## src/rtl/control_botones.sv

```systemverilog
// -----------------------------------------------------------------------------
// control_botones
// Input conditioner and command sequencer between the board push-buttons and
// the pet FSM. Each raw button is synchronised and debounced. Rising edges of
// the four action buttons are arbitrated into single-cycle pulses. The test
// button runs a long-press / short-press protocol that enters or leaves test
// mode and selects a forced state code.
//
// Ports
//   clk            in   system clock
//   rst            in   asynchronous reset, active-high
//   btn_sleep_raw  in   raw sleep button (async, active-high)
//   btn_awake_raw  in   raw awake button (async, active-high)
//   btn_feed_raw   in   raw feed button  (async, active-high)
//   btn_play_raw   in   raw play button  (async, active-high)
//   btn_test_raw   in   raw test button  (async, active-high)
//   sleep_pulse    out  one-cycle sleep command
//   awake_pulse    out  one-cycle awake command
//   feed_pulse     out  one-cycle feed command
//   play_pulse     out  one-cycle play command
//   test_mode      out  high while test mode is active
//   test_sel       out  forced state code, 0 = none, 1..9 valid
//
// Test FSM
//   state     | meaning
//   NORMAL    | normal operation, action pulses enabled
//   N_HOLD    | test held from NORMAL, timing a possible long press
//   T_WAITREL | test mode just entered, waiting for the entry press to end
//   TEST      | test mode idle, waiting for a test press
//   T_HOLD    | test held in test mode, short press selects, long press exits
//   EXIT      | test mode left, test_sel still presented for EXIT_HOLD cycles
//   E_WAITREL | waiting for the exit press to end before returning to NORMAL
// -----------------------------------------------------------------------------
module control_botones #(
    parameter int DEBOUNCE_MAX = 500000,
    parameter int LONG_PRESS   = 150000000,
    parameter int EXIT_HOLD    = 4
) (
    input  logic       clk,
    input  logic       rst,
    input  logic       btn_sleep_raw,
    input  logic       btn_awake_raw,
    input  logic       btn_feed_raw,
    input  logic       btn_play_raw,
    input  logic       btn_test_raw,
    output logic       sleep_pulse,
    output logic       awake_pulse,
    output logic       feed_pulse,
    output logic       play_pulse,
    output logic       test_mode,
    output logic [3:0] test_sel
);

    localparam int DB_W   = $clog2(DEBOUNCE_MAX);
    localparam int HOLD_W = $clog2(LONG_PRESS);
    localparam int EXIT_W = (EXIT_HOLD > 1) ? $clog2(EXIT_HOLD) : 1;

    localparam logic [DB_W-1:0]   DB_LAST   = DB_W'(DEBOUNCE_MAX - 1);
    localparam logic [HOLD_W-1:0] HOLD_LAST = HOLD_W'(LONG_PRESS - 1);
    localparam logic [EXIT_W-1:0] EXIT_LAST = EXIT_W'(EXIT_HOLD - 1);

    // Button bit positions inside the conditioned vectors
    localparam int B_SLEEP = 0;
    localparam int B_AWAKE = 1;
    localparam int B_FEED  = 2;
    localparam int B_PLAY  = 3;
    localparam int B_TEST  = 4;

    typedef enum logic [2:0] {
        NORMAL    = 3'd0,
        N_HOLD    = 3'd1,
        T_WAITREL = 3'd2,
        TEST      = 3'd3,
        T_HOLD    = 3'd4,
        EXIT      = 3'd5,
        E_WAITREL = 3'd6
    } state_t;

    logic [4:0]      raw;
    logic [4:0]      sync1_q;
    logic [4:0]      sync2_q;
    logic [4:0]      db_q;
    logic [4:0]      db_prev_q;
    logic [DB_W-1:0] db_cnt_q [5];
    logic [4:0]      rise;

    state_t              state_q, state_d;
    logic [HOLD_W-1:0]   hold_cnt_q, hold_cnt_d;
    logic [EXIT_W-1:0]   exit_cnt_q, exit_cnt_d;
    logic                test_mode_q, test_mode_d;
    logic [3:0]          test_sel_q, test_sel_d;
    logic [3:0]          pulse_q, pulse_d;

    assign raw = {btn_test_raw, btn_play_raw, btn_feed_raw, btn_awake_raw, btn_sleep_raw};

    // Synchroniser and per-button stability counter. The counter only runs
    // while the synchronised input disagrees with the debounced level; any
    // agreement (a bounce back) restarts it.
    always_ff @(posedge clk or posedge rst) begin
        if (rst) begin
            sync1_q   <= '0;
            sync2_q   <= '0;
            db_q      <= '0;
            db_prev_q <= '0;
            for (int i = 0; i < 5; i++) begin
                db_cnt_q[i] <= '0;
            end
        end else begin
            sync1_q   <= raw;
            sync2_q   <= sync1_q;
            db_prev_q <= db_q;
            for (int i = 0; i < 5; i++) begin
                if (sync2_q[i] == db_q[i]) begin
                    db_cnt_q[i] <= '0;
                end else if (db_cnt_q[i] == DB_LAST) begin
                    db_q[i]     <= sync2_q[i];
                    db_cnt_q[i] <= '0;
                end else begin
                    db_cnt_q[i] <= db_cnt_q[i] + DB_W'(1);
                end
            end
        end
    end

    assign rise = db_q & ~db_prev_q;

    always_ff @(posedge clk or posedge rst) begin
        if (rst) begin
            state_q     <= NORMAL;
            hold_cnt_q  <= '0;
            exit_cnt_q  <= '0;
            test_mode_q <= 1'b0;
            test_sel_q  <= 4'd0;
            pulse_q     <= 4'd0;
        end else begin
            state_q     <= state_d;
            hold_cnt_q  <= hold_cnt_d;
            exit_cnt_q  <= exit_cnt_d;
            test_mode_q <= test_mode_d;
            test_sel_q  <= test_sel_d;
            pulse_q     <= pulse_d;
        end
    end

    always_comb begin
        state_d     = state_q;
        hold_cnt_d  = hold_cnt_q;
        exit_cnt_d  = exit_cnt_q;
        test_mode_d = test_mode_q;
        test_sel_d  = test_sel_q;
        pulse_d     = 4'd0;

        case (state_q)
            NORMAL: begin
                if (rise[B_TEST]) begin
                    hold_cnt_d = '0;
                    state_d    = N_HOLD;
                end
            end
            N_HOLD: begin
                if (!db_q[B_TEST]) begin
                    state_d = NORMAL;
                end else if (hold_cnt_q == HOLD_LAST) begin
                    test_mode_d = 1'b1;
                    test_sel_d  = 4'd0;
                    state_d     = T_WAITREL;
                end else begin
                    hold_cnt_d = hold_cnt_q + HOLD_W'(1);
                end
            end
            T_WAITREL: begin
                // Swallow the rest of the entry press so it is not a selection
                if (!db_q[B_TEST]) begin
                    state_d = TEST;
                end
            end
            TEST: begin
                if (rise[B_TEST]) begin
                    hold_cnt_d = '0;
                    state_d    = T_HOLD;
                end
            end
            T_HOLD: begin
                if (!db_q[B_TEST]) begin
                    test_sel_d = (test_sel_q == 4'd9) ? 4'd1 : test_sel_q + 4'd1;
                    state_d    = TEST;
                end else if (hold_cnt_q == HOLD_LAST) begin
                    test_mode_d = 1'b0;
                    exit_cnt_d  = '0;
                    state_d     = EXIT;
                end else begin
                    hold_cnt_d = hold_cnt_q + HOLD_W'(1);
                end
            end
            EXIT: begin
                if (exit_cnt_q == EXIT_LAST) begin
                    test_sel_d = 4'd0;
                    state_d    = E_WAITREL;
                end else begin
                    exit_cnt_d = exit_cnt_q + EXIT_W'(1);
                end
            end
            E_WAITREL: begin
                if (!db_q[B_TEST]) begin
                    state_d = NORMAL;
                end
            end
            default: begin
                state_d = NORMAL;
            end
        endcase

        // Fixed priority awake > sleep > feed > play; losers are dropped.
        if (state_q == NORMAL) begin
            if (rise[B_AWAKE]) begin
                pulse_d[B_AWAKE] = 1'b1;
            end else if (rise[B_SLEEP]) begin
                pulse_d[B_SLEEP] = 1'b1;
            end else if (rise[B_FEED]) begin
                pulse_d[B_FEED] = 1'b1;
            end else if (rise[B_PLAY]) begin
                pulse_d[B_PLAY] = 1'b1;
            end
        end
    end

    assign sleep_pulse = pulse_q[B_SLEEP];
    assign awake_pulse = pulse_q[B_AWAKE];
    assign feed_pulse  = pulse_q[B_FEED];
    assign play_pulse  = pulse_q[B_PLAY];
    assign test_mode   = test_mode_q;
    assign test_sel    = test_sel_q;

endmodule

```

## config.mk

```make
export PLATFORM = sky130hd
export DESIGN_NAME = control_botones
export DESIGN_NICKNAME = d
export VERILOG_FILES = /design/src/rtl/control_botones.sv
export SDC_FILE = /design/constraint.sdc
export NUM_CORES = 1
export LEC_CHECK = 0
export ABC_AREA = 0
export CAP_MARGIN = 20
export CORE_ASPECT_RATIO = 0.7
export CORE_MARGIN = 2
export CORE_UTILIZATION = 45
export DETAILED_ROUTE_END_ITERATION = 8
export GPL_ROUTABILITY_DRIVEN = 0
export PLACE_DENSITY_LB_ADDON = 0.12
export SYNTH_ARGS = -nofsm -noshare
export SYNTH_HDL_FRONTEND = slang
export SYNTH_SLANG_ARGS = --single-unit
```

## constraint.sdc

```tcl
create_clock -name clk -period 15.2 [get_ports clk]
set_input_delay 4.56 -clock clk [delete_from_list [all_inputs] [get_ports clk]]
set_output_delay 4.56 -clock clk [all_outputs]
set_load 0.01 [all_outputs]
```

== Word level (Yosys, flattened, before mapping) ==
Cells that the tools add are included.
Word-level totals
  flip-flop bits (word level): 157
  input bits: 7
  output and inout bits: 9
  logic and storage cells: 134
Operators by class
  $add $sub $neg: 8
  equality and inequality tests: 35
  mux-type cells: 48
  bitwise operators: 7
  reductions and logical operators: 17
Operator list (count)
  19-bit two-way mux: 10
  19-bit by 1-bit adder with 19-bit output (second input constant): 5
  19-bit equality test (second input constant): 5
  28-bit two-way mux: 3
  28-bit one-hot mux with 2 select lines: 1
  28-bit by 1-bit adder with 28-bit output (second input constant): 1
  28-bit equality test (second input constant): 1
  3-bit two-way mux: 9
  4-bit two-way mux: 6
  2-bit inequality test (second input constant): 12
  3-bit one-hot mux with 7 select lines: 1
  4-bit one-hot mux with 3 select lines: 1
  1-bit two-way mux: 10
  2-bit two-way mux: 5
  2-bit AND reduction: 5
  5-bit AND reduction: 2
  3-bit equality test (second input constant): 3
  4-bit AND reduction: 2
  7-bit AND reduction: 1
  3-bit by 2-bit equality test with 1-bit output (second input constant): 2
  3-bit inequality test (second input constant): 2
  2-bit nonzero test: 3
  5-bit bitwise AND: 1
  1-bit equality test: 5
  other kinds (13): 19

== Depth between registers and ports, before layout ==
Gate-level depths: netlist of run 1.
  depth in word-level cells: 7
  gate-level depth with buffers: 8
  gate-level depth less buffers: 7

== Worst setup path after synthesis of run 1 ==
OpenSTA, ideal clock, no wires.
  path type: register to output
  from: register test_sel_q[0], in the netlist test_sel[0]
  to: output port test_sel[0]
  arrival time: 0.439 ns
  data required time: 10.640 ns
  slack: 10.201 ns
  cell stages (with the launch flop): 1
  buffers on the path: 0
  path through: dfrtp_1
RTL lines
  from (decl): RTL line 91  | logic [3:0] test_sel_q, test_sel_d;
  from (signal assigned): RTL line 140  | test_sel_q <= test_sel_d;
  to (decl): RTL line 51  | output logic [3:0] test_sel
No word-level cell between the ends.

==> impl_results.md, run 1 <==
- Status: completed
- Most common cell after layout, fill and taps aside: dfrtp_1
- Most Crowded Layer GR: met1
- Static Leak: 3.57 nW
- CP Data Required Time: ~16 ns
- Post-synth EDFFs: 0
- Largest net degree at the start of global routing: 98
- Met2 usage: about a quarter
- Post-Synthesis Cells: about 780
- CP startpoint: rst
- Ratio of cells with drive above 1 in the final layout: ~6.4%
- Post-synth top area share: approximately 50%
- Root Driver: clkbuf_16
- Max clock buf depth: 2
- Cell taking the most area after synthesis: dfrtp_1
- Worst Reg-to-Reg Cells: 5
- Synth area leaders: dfrtp_1 51%, nor2_1 6.3%, xnor2_1 5.4%, xor2_1 5.3%, nand3_1 3.3%
- Final Hold Fails: 0
- Overall power: about 870 µW
- Pre-CTS WS: between 8 and 9 ns
- Critical path class: in2async
- Worst Setup EP: pulse_q[1]
- Port Buffers: 15
- Fin worst setup slack: 9.20 ns
- Synth Cell Area: approximately 0.0076 mm²
- Crit path capture type: async pin
- R2R setup slack: 12.84 ns
- Min-Delay Path Class: reg2reg
- Synth Area per Inst: approximately 9.9 µm²
- Resized cells post-CTS: 0
- # diodes: 0
- Drt via density: 5.35
- WL per Instance: about 14 µm
- Internal Power: slightly below 700 µW
- Post-CTS Setup Inserts: 0
- Nets: 802
- Vias: roughly 5500
- Hold Crit Start: sync1_q[3]
- Synth Register Bits: around 160
- Fin Hold WS: around 0.35 ns
- Post-synth cell types: 50
- Grt met3 use: between 3 and 4%
- Maximum resistive drop on vdd: between 0.06 and 0.07 mV
- Die H: ~110 µm
- Starting DRC count in detailed routing: between 300 and 400
- Post-synth ARST share: between 90% and 100%
- First drt pass iteration count: 5
- R2r startpoint: hold_cnt_q[19]
- GR Util All Layers: between 15 and 20%
- Tcrit/Tclk final: 39.5%
- Initial Utilization: a little under half
- Crit path DAT: 6.46 ns
- Actual slew at the worst max-slew pin: between 0.8 and 0.9 ns
- Switching Share: about 21%
- Core footprint: 0.0164 mm²
- Synthesis-to-layout area growth: 12.1%
- Sequential share of power: around half
- RSZ-0062 raised after global routing: no
- Final ANT Viol Nets: 0
- Vias in the first global route: 5334
- Dpl hpwl: 9.64 mm
- First-pass GRT wire length: 25.5 mm
- Mapped Nets: between 700 and 800
- Full die area: roughly 0.018 mm²
- Setup TNS Final: 0 ns
- Slew headroom: approximately 43%
- Worst flop-to-flop path endpoint: state_q[0]
- Seq/Total Area, Yosys: about 51%
- Post-Route WL: ~14 mm
- Power Density: ~100 mW/mm²
- Yosys warns: 0
- Minimum period implied by the final worst setup slack: ~6.0 ns
- Most frequent cells in the layout: 157 x dfrtp_1, 128 x nor2_1, 51 x nand3_1
- Num CTS Buffers: 17
- Main synth FF type: dfrtp_1
- Max Slew Vio Count: 0
- Combinational share of power: roughly 2.4%
- # setup viols final: 0
- FP Rows: 39
- Clock sinks: about 160
- Grt ovf: 0
- Psw: 187 µW
- Initial antenna violation count: 0
- Clock Skews: about 0.0056 ns
- Clk pwr share: around half
- Worst skew pair latency: approximately 0.42 ns
- # DRC: 0
- Max Cap Violations: 0
- Met1 usage: between 20 and 30%
- Max Freq: roughly 170 MHz
- I/O pins: 16
- # hold bufs at CTS: 0
- H-tree Lvls: 4
- Critical path fanouts, max: 97
- Clock transition at the registers of the reported paths: approximately 0.060 ns
- Chip Width: approximately 160 µm
- CTS tree: built
- Crit path launch type: input pin
-- layout make-up --
| class | instances | area (µm²) |
|---|---|---|
| timing repair buffer | 18 | 173 |
| fill | 1472 | 7880 |
| inverter | 25 | 98.8 |
| clock buffer | 19 | 433 |
| clock inverter | 11 | 145 |
| sequential | 157 | 3930 |
| tap | 225 | 282 |
| multi-input combinational | 567 | 3500 |
-- stage by stage --
stage          cells  util [%]  cell area [µm²]
2_1_floorplan    775         -             7640
3_3_place_gp     992      48.6             7980
3_5_place_dp     992      48.6             7980
4_1_cts         1022      52.1             8560
5_1_grt         1022      52.1             8560
6_report        1022      52.1             8560
-- synth_stat cells (5+ instances only) --
cell	instances
a21oi_1	22
and2_1	6
and3_1	19
and4_1	11
buf_2	12
clkbuf_1	10
dfrtp_1	157
ha_1	9
inv_1	25
mux2_2	5
mux2i_1	5
nand2_1	48
nand2b_1	10
nand3_1	51
nand4_1	23
nor2_1	128
nor3_1	23
nor4_1	17
nor4b_1	6
o21ai_0	10
o31ai_1	16
or2_2	6
or4_1	16
xnor2_1	47
xor2_1	46
-- how the worst min path moves through the flow --
stage	end	depth (start not counted)
floorplan	sync2_q[0]	0
global placement	sync2_q[0]	0
detailed placement	sync2_q[3]	0
CTS	sync2_q[2]	0
global route	sync2_q[3]	0
finish	sync2_q[3]	0
-- power by group through the flow --
| stage | clock (mW) | sequential (mW) | combinational (mW) |
|---|---|---|---|
| finish | 0.424 | 0.427 | 0.0209 |
| global route | 0.456 | 0.427 | 0.0247 |
| CTS | 0.433 | 0.427 | 0.0221 |
| detailed placement | 0 | 0.434 | 0.0219 |
| global placement | 0 | 0.434 | 0.0213 |
| floorplan | 0 | 0.433 | 0.0161 |
-- registers in the layout (all words and copies together), names as in the netlist --
name / count
state_q: 3
sync2_q: 5
pulse_q: 4
db_prev_q: 5
db_q: 5
hold_cnt_q: 28
exit_cnt_q: 2
sync1_q: 5
db_cnt_q: 95
test_mode: 1
test_sel: 4
-- critical path, cell delays in order --
cell             delay [ns]
clkdlybuf4s50_1        0.47
inv_6                  0.64
buf_4                  0.74
-- kinds of logic (layout without fill, tap and decap cells) --
group / count (synthesis) / count (layout) / share of synthesized area [%]
buf+inv: 51 / 73 / 2.80
compound gates: 72 / 72 / 6.34
flops: 157 / 157 / 51.5
simple gates: 380 / 380 / 25.4
xor+xnor: 93 / 93 / 10.7
fa+ha+maj: 9 / 9 / 1.47
mux: 13 / 13 / 1.84
-- metal layers --
| layer | routed length (µm) | part of all wire (%) | up-vias |
|---|---|---|---|
| met5 | 0 | 0 | - |
| met4 | 228 | 1.6 | 0 |
| met3 | 405 | 2.8 | 16 |
| met2 | 6050 | 42 | 54 |
| met1 | 7790 | 54 | 2668 |
| li1 | - | - | 2725 |
(Power assumes the default switching activity.)
==> run 2, diff against run 1 <==
Clock period 15.2 ns to 5 ns, I/O delays scaled along.
==> run 2 against run 1 <==
Net effect:
- via count unchanged
- clock power grew to 3.2 times the previous value
- worst hold slack worse by 0.0015 ns
- utilization up 0.38 points
- worst setup slack worse by 7.2 ns
- flip-flop and latch count is the same
- largest cell class unchanged
- largest power group is now the clock network
==> impl_results.md, run 2 (synthesis results as in run 1) <==
- CP bufs+invs: 1 (was 3)
- Port Buffers: 15 (unchanged)
- CP Data Required Time: 3.50 ns (was 15.67 ns)
- Full die area: 0.0180 mm² (unchanged)
- Power Density: 316 mW/mm² (was 102 mW/mm²)
- Max reg flops: 95 (unchanged)
- CP cell instances: clkdlybuf4s50_1 (was clkdlybuf4s50_1, inv_6, buf_4)
- Starting DRC count in detailed routing: 411 (was 369)
- Final ANT Viol Nets: 0 (unchanged)
- Tcrit/Tclk final: between 50% and 60%
- Fillers: 1497 (was 1472)
- Most frequent cells in the layout: 157 x dfrtp_1, 128 x nor2_1, 51 x nand3_1 (unchanged)
- Switching Share: 20.8% (was 21.5%)
- # DRC: 0 (unchanged)
- Crit path DAT: 1.45 ns (was 6.46 ns)
- Largest net degree at the start of global routing: 136 (was 98)
- Max Slew Vio Count: 0 (unchanged)
- CTS tree: built (unchanged)
- Biggest regs: db_cnt_q (95), hold_cnt_q (28) (unchanged)
- Min-Delay Path Class: reg2reg (unchanged)
- RSZ-0062 raised after global routing: no (unchanged)
- Final Hold Fails: 0 (unchanged)
- Die H: 113 µm (unchanged)
- Setup TNS Final: 0 ns (unchanged)
- First-pass GRT wire length: 26.0 mm (was 25.5 mm)
- Worst skew pair latency: 0.42 ns (about the same)
- Maximum resistive drop on vdd: 0.185 mV (was 0.0632 mV)
- GR Util All Layers: 17.8% (was 17.3%)
- Top delay family on crit path: buffers and inverters (unchanged)
- Max Cap Violations: 0 (unchanged)
- Critical path class: reg2out (was in2async)
- Minimum period implied by the final worst setup slack: roughly 3.0 ns
- Num CTS Buffers: 17 (unchanged)
- Actual slew at the worst max-slew pin: 0.744 ns (was 0.858 ns)
- First drt pass iteration count: 5 (unchanged)
- Slowest-stage cell, CP: clkdlybuf4s50_1 (was buf_4)
- Root Driver: clkbuf_16 (unchanged)
- Max clock buf depth: 2 (unchanged)
- Register area: 0.00393 mm² (unchanged)
- Clock transition at the registers of the reported paths: 0.06 ns (about the same)
- Crit path capture type: output port (was async pin)
- Vias: 5463 (unchanged)
- Crit path launch type: flip-flop (was input pin)
- WL per Instance: 14.4 µm (was 14.2 µm)
- Ratio of cells with drive above 1 in the final layout: 6.63% (was 6.40%)
- Drt via density: 5.33 (was 5.35)
- Top reg by flops: db_cnt_q (unchanged)
- Area of the multi-input gates: 0.00350 mm² (unchanged)
- Internal Power: 2.16 mW (was 684 µW)
- Resized cells post-CTS: 0 (unchanged)
- I/O pins: 16 (unchanged)
- Critical path fanouts, max: 7 (was 97)
- Max Freq: 339 MHz
- Nets: 802 (unchanged)
- Post-CTS Setup Inserts: 0 (unchanged)
- Clock Skews: 0.00886 ns (was 0.00557 ns)
- Clock sinks: 157 (unchanged)
- Initial Utilization: 46.4% (unchanged)
- Core footprint: 0.0164 mm² (unchanged)
- H-tree Lvls: 4 (unchanged)
- # diodes: 0 (unchanged)
- Sequential share of power: 47.6% (was 49.0%)
- Slowest stage delay, CP: 0.58 ns (was 0.74 ns)
- # hold bufs at CTS: 0 (unchanged)
- Static Leak: 3.60 nW (was 3.57 nW)
- Initial antenna violation count: 0 (unchanged)
- Most common cell after layout, fill and taps aside: dfrtp_1 (unchanged)
- Psw: 567 µW (was 187 µW)
- Synthesis-to-layout area growth: 12.9% (was 12.1%)
- Overall power: 2.73 mW (was 871 µW)
- # setup viols final: 0 (unchanged)
- Slew headroom: 49.9% (was 42.8%)
- Combinational share of power: 2.4% (about the same)
- Grt ovf: 0 (unchanged)
- Clk pwr share: 50.1% (was 48.6%)
- FP Rows: 39 (unchanged)
- Status: completed (unchanged)
- Vias in the first global route: 5381 (was 5334)
- Chip Width: 160 µm (unchanged)
- Dpl hpwl: 9.63 mm (was 9.64 mm)
- Post-Route WL: 14.7 mm (was 14.5 mm)
-- run 2: layout make-up --
| type | count | share of cell area (%) |
|---|---|---|
| Timing Repair Buffer | 18 | 2.15 |
| Inverter | 25 | 1.13 |
| Multi-Input combinational cell | 567 | 40.6 |
| Sequential cell | 157 | 45.6 |
| Clock buffer | 24 | 5.82 |
| Clock inverter | 8 | 1.48 |
| Tap cell | 225 | 3.26 |
-- run 2: final timing paths --
kind                                 from           end  slack (ns)  cells after the start
min in group asynchronous             rst    pulse_q[0]        1.48                      2
max in group asynchronous             rst  db_cnt_q[45]        2.44                      3
max                           test_sel[0]   test_sel[0]        2.05                      1
min                            sync1_q[2]    sync2_q[2]        0.35                      0
max reg2reg                hold_cnt_q[19]    state_q[0]        2.63                      5
min reg2reg                    sync1_q[2]    sync2_q[2]        0.35                      0
-- run 2: routing by layer --
layer,global-route usage (%),share of wire (%),vias to the layer above
met1,25.1,51,2674
li1,-,-,2731
met2,27.1,45,45
met5,0,0,-
met3,4.14,2.5,13
met4,6.00,1.1,0
-- run 2: stage by stage --
stage | hold slack, ns | cells | worst slack (ns) | instance area [µm²] | utilization (%)
floorplan | 0.331 | 775 | 1.51 | 7640 | -
global route | 0.366 | 1024 | 1.97 | 8620 | 52.4
global placement | 0.332 | 992 | 2.00 | 8000 | 48.6
detailed placement | 0.335 | 992 | 1.96 | 8000 | 48.6
CTS | 0.349 | 1024 | 2.04 | 8620 | 52.4
finish | 0.347 | 1024 | 2.05 | 8620 | 52.4
-- run 2: power by group through the flow --
stage	registers, mW	logic (mW)	clock network (mW)
floorplan	1.32	0.0491	0
global placement	1.32	0.0658	0
detailed placement	1.32	0.0685	0
CTS	1.30	0.0687	1.40
global route	1.30	0.0772	1.46
finish	1.30	0.0650	1.36
==> run 3, diff against run 2 <==
Clock period 5 ns to 2.61 ns, I/O delays scaled along.
==> run 3 against run 2 <==
Net effect:
- first-iteration DRC count is 11% lower
- routed wire length barely moved
- critical path type unchanged
- sequential share of layout area is 0.68 points lower
- clock skew about the same
- largest cell class unchanged
- highest routed layer unchanged
==> impl_results.md, run 3 (synthesis results as in run 1) <==
- Final Hold Fails: 0 (unchanged)
- Max Cap Violations: 0 (unchanged)
- CP startpoint: test_sel[0] (unchanged)
- Max clock buf depth: 2 (unchanged)
- Resized cells post-CTS: 0 (unchanged)
- Crit path launch type: flip-flop (unchanged)
- # hold bufs at CTS: 0 (unchanged)
- Crit path capture type: output port (unchanged)
- Actual slew at the worst max-slew pin: 0.675 ns (was 0.744 ns)
- Critical path class: reg2out (unchanged)
- Ratio of cells with drive above 1 in the final layout: 7.33% (was 6.63%)
- Full die area: 0.0180 mm² (unchanged)
- First-pass GRT wire length: 26.4 mm (was 26.0 mm)
- Status: completed (unchanged)
- Worst skew pair latency: 0.42 ns (about the same)
- # diodes: 0 (unchanged)
- Cell count after placement: 1000 (was 992)
- Core footprint: 0.0164 mm² (unchanged)
- Most frequent cells in the layout: 157 x dfrtp_1, 128 x nor2_1, 51 x nand3_1 (unchanged)
- Top reg by flops: db_cnt_q (unchanged)
- Initial Utilization: 46.4% (unchanged)
- Setup TNS Final: 0 ns (unchanged)
- FP Rows: 39 (unchanged)
- CTS tree: built (unchanged)
- Slowest stage delay, CP: 0.59 ns (was 0.58 ns)
- Final Util: 53.2% (was 52.4%)
- Slowest-stage cell, CP: clkdlybuf4s50_1 (unchanged)
- Dpl hpwl: 10.2 mm (was 9.63 mm)
- Port Buffers: 15 (unchanged)
- Final Non-Filler Cells: 1030 (was 1024)
- CP cell instances: clkdlybuf4s50_1 (unchanged)
- # setup viols final: 0 (unchanged)
- Clock Skews: 0.00889 ns (was 0.00886 ns)
- Fillers: 1473 (was 1497)
- Biggest regs: db_cnt_q (95), hold_cnt_q (28) (unchanged)
- Critical path fanouts, max: 7 (unchanged)
- Tcrit/Tclk final: a little under nine tenths
- Post-Route WL: 14.7 mm (about the same)
- I/O pins: 16 (unchanged)
- Max reg flops: 95 (unchanged)
- Worst Reg-to-Reg Cells: 7 (was 5)
- RSZ-0062 raised after global routing: no (unchanged)
- Vias: 5539 (was 5463)
- Largest net degree at the start of global routing: 41 (was 136)
- First drt pass iteration count: 4 (was 5)
- Most common cell after layout, fill and taps aside: dfrtp_1 (unchanged)
- Power Density: 596 mW/mm² (was 316 mW/mm²)
- Hold Crit Start: sync1_q[3] (was sync1_q[2])
- Die H: 113 µm (unchanged)
- Max Freq: 448 MHz
- GR Util All Layers: 17.8% (about the same)
- Nets: 810 (was 802)
- Overall power: 5.22 mW (was 2.73 mW)
- Crit path DAT: 1.45 ns (about the same)
- Post-CTS Setup Inserts: 0 (unchanged)
- Root Driver: clkbuf_16 (unchanged)
- H-tree Lvls: 4 (unchanged)
- Synthesis-to-layout area growth: 14.6% (was 12.9%)
- Maximum resistive drop on vdd: 0.355 mV (was 0.185 mV)
- Top delay family on crit path: buffers and inverters (unchanged)
- CP Data Required Time: 1.83 ns (was 3.50 ns)
- # DRC: 0 (unchanged)
- Fin Hold WS: 0.346 ns (was 0.347 ns)
- CP bufs+invs: 1 (unchanged)
- Static Leak: 3.67 nW (was 3.60 nW)
- Critical Path Stages: 1 (unchanged)
- Initial antenna violation count: 0 (unchanged)
- Slew headroom: 54.9% (was 49.9%)
- Num CTS Buffers: 17 (unchanged)
- Grt ovf: 0 (unchanged)
- Minimum period implied by the final worst setup slack: roughly 2.2 ns
- Clock transition at the registers of the reported paths: 0.06 ns (about the same)
- Drt via density: 5.38 (was 5.33)
- Starting DRC count in detailed routing: 365 (was 411)
- Clock sinks: 157 (unchanged)
- WL per Instance: 14.3 µm (was 14.4 µm)
- Final ANT Viol Nets: 0 (unchanged)
- Chip Width: 160 µm (unchanged)
- Max Slew Vio Count: 0 (unchanged)
- Hold depth: 0 (unchanged)
- R2r startpoint: hold_cnt_q[0] (was hold_cnt_q[19])
- Min-Delay Path Class: reg2reg (unchanged)
- Vias in the first global route: 5518 (was 5381)
==> run 3: layout make-up <==
cell class / count / area (µm²) / share of cell area, %
Clock buffer: 20 / 447 / 5.10
Clock inverter: 10 / 165 / 1.89
Inverter: 25 / 97.6 / 1.11
Multi-Input combinational cell: 567 / 3500 / 40.0
Sequential cell: 157 / 3930 / 44.9
Tap cell: 225 / 282 / 3.22
Timing Repair Buffer: 26 / 333 / 3.80
==> run 3: metal layers <==
metal,up-vias,global-route usage (%),routed length (µm)
li1,2754,-,-
met3,14,3.41,309
met5,-,0,0
met1,2719,25.4,7570
met2,52,27.7,6670
met4,0,6.06,187
==> run 3: through the flow <==
| step | worst slack, ns | instance area [µm²] |
|---|---|---|
| after global placement | 0.447 | 8140 |
| after global routing | 0.285 | 8750 |
| after detailed placement | 0.404 | 8140 |
| final | 0.377 | 8750 |
| after CTS | 0.349 | 8750 |
| after floorplan | -0.160 | 7640 |
==> run 3: power breakdown <==
group | switching [mW] | leakage [nW] | total (mW) | internal [mW]
Combinational | 0.0929 | 1.21 | 0.146 | 0.0530
Sequential | 0.0223 | 2.16 | 2.48 | 2.46
Clock | 0.972 | 0.300 | 2.59 | 1.62
Total | 1.09 | 3.67 | 5.22 | 4.13
==> run 3: final timing paths <==
kind | endpoint | slack [ns]
worst max-delay path | test_sel[0] | 0.38
worst min-delay path | sync2_q[3] | 0.35
worst max register to register | hold_cnt_q[12] | 0.39
worst min register to register | sync2_q[3] | 0.35
max in group asynchronous | db_cnt_q[65] | 1.22
min in group asynchronous | pulse_q[2] | 0.83
